`src/rtl/uart_tx_arbiter.sv`:
```
// ============================================================================
// Module      : uart_tx_arbiter
// Description : Round-robin arbiter feeding two byte requesters into a single
//               UART transmitter, one frame at a time.
// Revision    : 1.0 - initial release
// ============================================================================
`default_nettype none

module uart_tx_arbiter #(
    parameter int CLKS_PER_BIT = 16,
    parameter int FRAME_BITS   = 10
) (
    input  logic       clock,
    input  logic       reset,
    input  logic       io_req0_valid,
    input  logic [7:0] io_req0_data,
    output logic       io_req0_ready,
    input  logic       io_req1_valid,
    input  logic [7:0] io_req1_data,
    output logic       io_req1_ready,
    output logic       io_uart_enable,
    output logic [7:0] io_uart_data,
    output logic       io_busy,
    output logic       io_grant
);

    localparam int FRAME_CYCLES = FRAME_BITS * CLKS_PER_BIT;
    localparam int CNT_W        = (FRAME_CYCLES > 1) ? $clog2(FRAME_CYCLES) : 1;
    localparam logic [CNT_W-1:0] LAST_COUNT = CNT_W'(FRAME_CYCLES - 1);

    typedef enum logic [0:0] {
        IDLE = 1'b0,
        SEND = 1'b1
    } state_t;

    state_t           state;
    state_t           state_next;
    logic [CNT_W-1:0] count;
    logic             ptr;
    logic [7:0]       data_q;
    logic             grant_q;
    logic             handshake;

    always_ff @(posedge clock) begin
        if (reset) begin
            state <= IDLE;
        end else begin
            state <= state_next;
        end
    end

    // Ready is only offered in IDLE; on contention the pointer picks the winner.
    always_comb begin
        io_req0_ready = 1'b0;
        io_req1_ready = 1'b0;
        state_next    = state;
        case (state)
            IDLE: begin
                if (!reset) begin
                    io_req0_ready = io_req0_valid && (!io_req1_valid || !ptr);
                    io_req1_ready = io_req1_valid && (!io_req0_valid ||  ptr);
                end
                if (io_req0_ready || io_req1_ready) begin
                    state_next = SEND;
                end
            end
            SEND: begin
                if (count == LAST_COUNT) begin
                    state_next = IDLE;
                end
            end
            default: state_next = IDLE;
        endcase
    end

    assign handshake = io_req0_ready || io_req1_ready;

    always_ff @(posedge clock) begin
        if (reset) begin
            count   <= '0;
            ptr     <= 1'b0;
            data_q  <= 8'h00;
            grant_q <= 1'b0;
        end else if (state == IDLE) begin
            count <= '0;
            if (handshake) begin
                data_q  <= io_req1_ready ? io_req1_data : io_req0_data;
                grant_q <= io_req1_ready;
                ptr     <= io_req0_ready;
            end
        end else begin
            count <= count + 1'b1;
        end
    end

    assign io_busy        = (state == SEND);
    assign io_uart_enable = (state == SEND) && (count == '0);
    assign io_uart_data   = data_q;
    assign io_grant       = grant_q;

endmodule

`default_nettype wire

```
`config.mk`:
```
export PLATFORM = sky130hd
export DESIGN_NAME = uart_tx_arbiter
export DESIGN_NICKNAME = d
export VERILOG_FILES = /design/src/rtl/uart_tx_arbiter.sv
export SDC_FILE = /design/constraint.sdc
export NUM_CORES = 1
export LEC_CHECK = 0
export BUFFER_PORTS_ARGS = -buffer_cell sky130_fd_sc_hd__buf_2
export CAP_MARGIN = 25
export CORE_UTILIZATION = 38
export CTS_CLUSTER_SIZE = 30
export DETAILED_ROUTE_END_ITERATION = 6
export PLACE_DENSITY = 0.61
export RECOVER_POWER = 50
export SYNTH_ARGS = -nofsm -noshare
export SYNTH_HDL_FRONTEND = slang
export SYNTH_SLANG_ARGS = --single-unit
```
`constraint.sdc`:
```
create_clock -name clock -period 2.2 [get_ports clock]
set_clock_uncertainty 0.2 [all_clocks]
set_input_delay 0.33 -clock clock [delete_from_list [all_inputs] [get_ports clock]]
set_output_delay 0.33 -clock clock [all_outputs]
set_load 0.01 [all_outputs]
```
==> out/qor.yml <==
fin_tns_setup_ns: 0
synthTopCellsByCount: "dfxtp_1 (19), a21oi_1 (7), nand3_1 (7), nor2_1 (7)"
overflow: 0
worst-slew-pin-transition_ns: 0.4427
yosys_warnings: 0
antenna_left: 0
yosys.area.top_type: "dfxtp_1"
grt_pass1_wl_um: 3215
reg_to_reg_setup_timing_slack_ns: 0.56
worstSkewPairLatency_ns: 0.29
synth_top_area_frac: 0.4130
r2r.worst_path.cells: 3
antenna_cells: 0
timing.slew.headroom: 0.7049
drt_pass1_iterations: 4
clock_sinks: 19
power_per_cell_area_nw_per_um2: 631.5
synth_enable_flop_cells: 0
grt_pass1_vias: 775
yosys.cell_count.top_type: "dfxtp_1"
share_of_synthesized_area_occupied_by_flip_flops_and_latches: 0.4130
cp_data_arrival_time_ns: 1.45
cts.path.max_buffers: 2
worst_vdd_drop_mv: 0.2826
h_tree_depth: 1
die-area_um2: 2624
result_of_the_run: "completed"
grtUsageTotal: 0.1634
start_kind: "flip-flop"
final.setup.worst_slack_ns: 0.2234
avgViaCountPerCell: 5.242
synth_cell_types: 35
leakage_nw: 0.4552
report.final.slew_viol_count: 0
cts_tree: "yes"
max_clock_freq_ghz: 0.5059
worstReg2RegStart: "io_busy"
ys_async_sr_fraction: 0
crit_path_end: "io_req1_ready"
cp_data_required_time_ns: 1.67
fill_cells: 231
unrepaired_setup_endpoints_after_global_routing: "false"
io_buffers: 32
grt_start_max_net_pins: 15
post_layout_nonfiller_instances: 157
floorplan.initialDensity: 0.4084
drtIter0Drc: 13
vias: 823
cts_buffers: 3
die_w_um: 51.23
fin_crit_sh: 0.8985
ys.flop_type: "dfxtp_1"
finalPower_mw: 0.6992
finalSetupViolations: 0
worst_setup_path_end_kind: "output port"
cts_hold_repair.buffers: 0
post_cts_resize_count: 0
synthesis.area_um2: 920.9
die_h_um: 51.23
reg2reg_to: "io_uart_data[7]"
total_core_area_um2: 2255
post_drt_wl_per_cell_um: 12.25
cts_setup_buffers: 0
final_layout_size_suffix_gt1_frac: 0.2481
place.gp.congestion: 0.7025
final.min_clock_period_ns: 1.977
crit_fanout: 11
syn_inst: 96
drv_cap: 0
drc_violations_left: 0
worst_setup_hold_path_clk_slew_ns: 0.10
avgSynthCellArea_um2: 9.593
grt_antenna_before_repair: 0
setup.worst_path.start: "io_busy"
final_net_count: 152
placement.setup.worst_slack_ns: 0.4584
placed_cells_incl_taps: 153
placementRows: 17
i_o_pin_count: 33
drt-total-wl_um: 1923
clk_root_buffer_cell: "clkbuf_4"
post-dp-hpwl_um: 1484
area_growth_pct: 20.24
synth_top_cells_by_area: "dfxtp_1 (41%), a221o_1 (5.4%), and3b_1 (4.8%)"
postPlaceCellArea_um2: 1092
holdCritPathClass: "in -> reg"
worstSetupPathType: "reg -> out"
hold_ws_ns: 0.05853
post-route-util: 0.4911
hold_violations: 0
fin_area_um2: 1107
synth_nets: 118
yosys_register_bits: 19
## worst min-delay path by stage
| stage | slack, ns | cells past startpoint | to | startpoint |
|---|---|---|---|---|
| 6_report | 0.06 | 2 | io_uart_data[4] | io_req0_data[4] |
| 5_1_grt | 0.05 | 2 | io_uart_data[4] | io_req0_data[4] |
| 4_1_cts | 0.04 | 2 | io_uart_data[4] | io_req0_data[4] |
| 3_5_place_dp | 0.27 | 2 | io_grant | io_grant |
| 3_3_place_gp | 0.27 | 1 | count[0] | count[0] |
| 2_1_floorplan | 0.24 | 1 | count[0] | count[0] |
## cell families after synthesis
family | share of synthesized area
and+or+nand+nor | 0.2772
AOI/OAI and AO/OA | 0.2120
buffers and inverters | 0.04211
xor gates and xnor gates | 0.02854
DFF | 0.4130
adders and majority gates | 0.02717
## final cells by class
cell class	count	area, um2	area share
timing repair buffer	32	148.9	0.1345
tap	28	35.03	0.03164
multi-input combinational	70	501.7	0.4531
inverter	4	15.01	0.01356
sequential	19	380.4	0.3435
clock buffer	4	26.28	0.02373
## worst max-delay path, stage by stage, from the launching register on
cell and delay, ns:
dfxtp_1 0.44, nor2_1 0.29, and3_4 0.28, buf_2 0.14
## registers in the layout (all words and copies together) (netlist names)
signal	flops
count	8
io_grant	1
ptr	1
io_uart_data	8
io_busy	1
## power breakdown
part / switching [mW] / leakage [nW] / internal (mW)
sequential: 0.0247 / 0.155 / 0.369
combinational: 0.0720 / 0.285 / 0.0653
clock: 0.0982 / 0.0150 / 0.0704
## per-layer routing
| layer | track usage | part of all wire | vias to the layer above |
|---|---|---|---|
| met3 | 0.03571 | 0.038 | 2 |
| met1 | 0.2166 | 0.50 | 380 |
| li1 | - | - | 424 |
| met5 | 0 | 0 | - |
| met4 | 0.07207 | 0.0073 | 0 |
| met2 | 0.2522 | 0.45 | 17 |
## cells in the final DEF, fill, tap and decap left out, types with 2 or more instances in the layout
master    count
and3b_1       5
a311oi_1      3
inv_1         4
a221o_1       5
nor2_1        7
clkbuf_1     10
nand2b_1      2
xor2_1        2
buf_2        23
dfxtp_1      19
ha_1          2
a21oi_1       7
o21ai_0       5
nand3_1       7
nand2_1       3
nor2b_1       3
clkbuf_4      3
(Power assumes the default switching activity.)
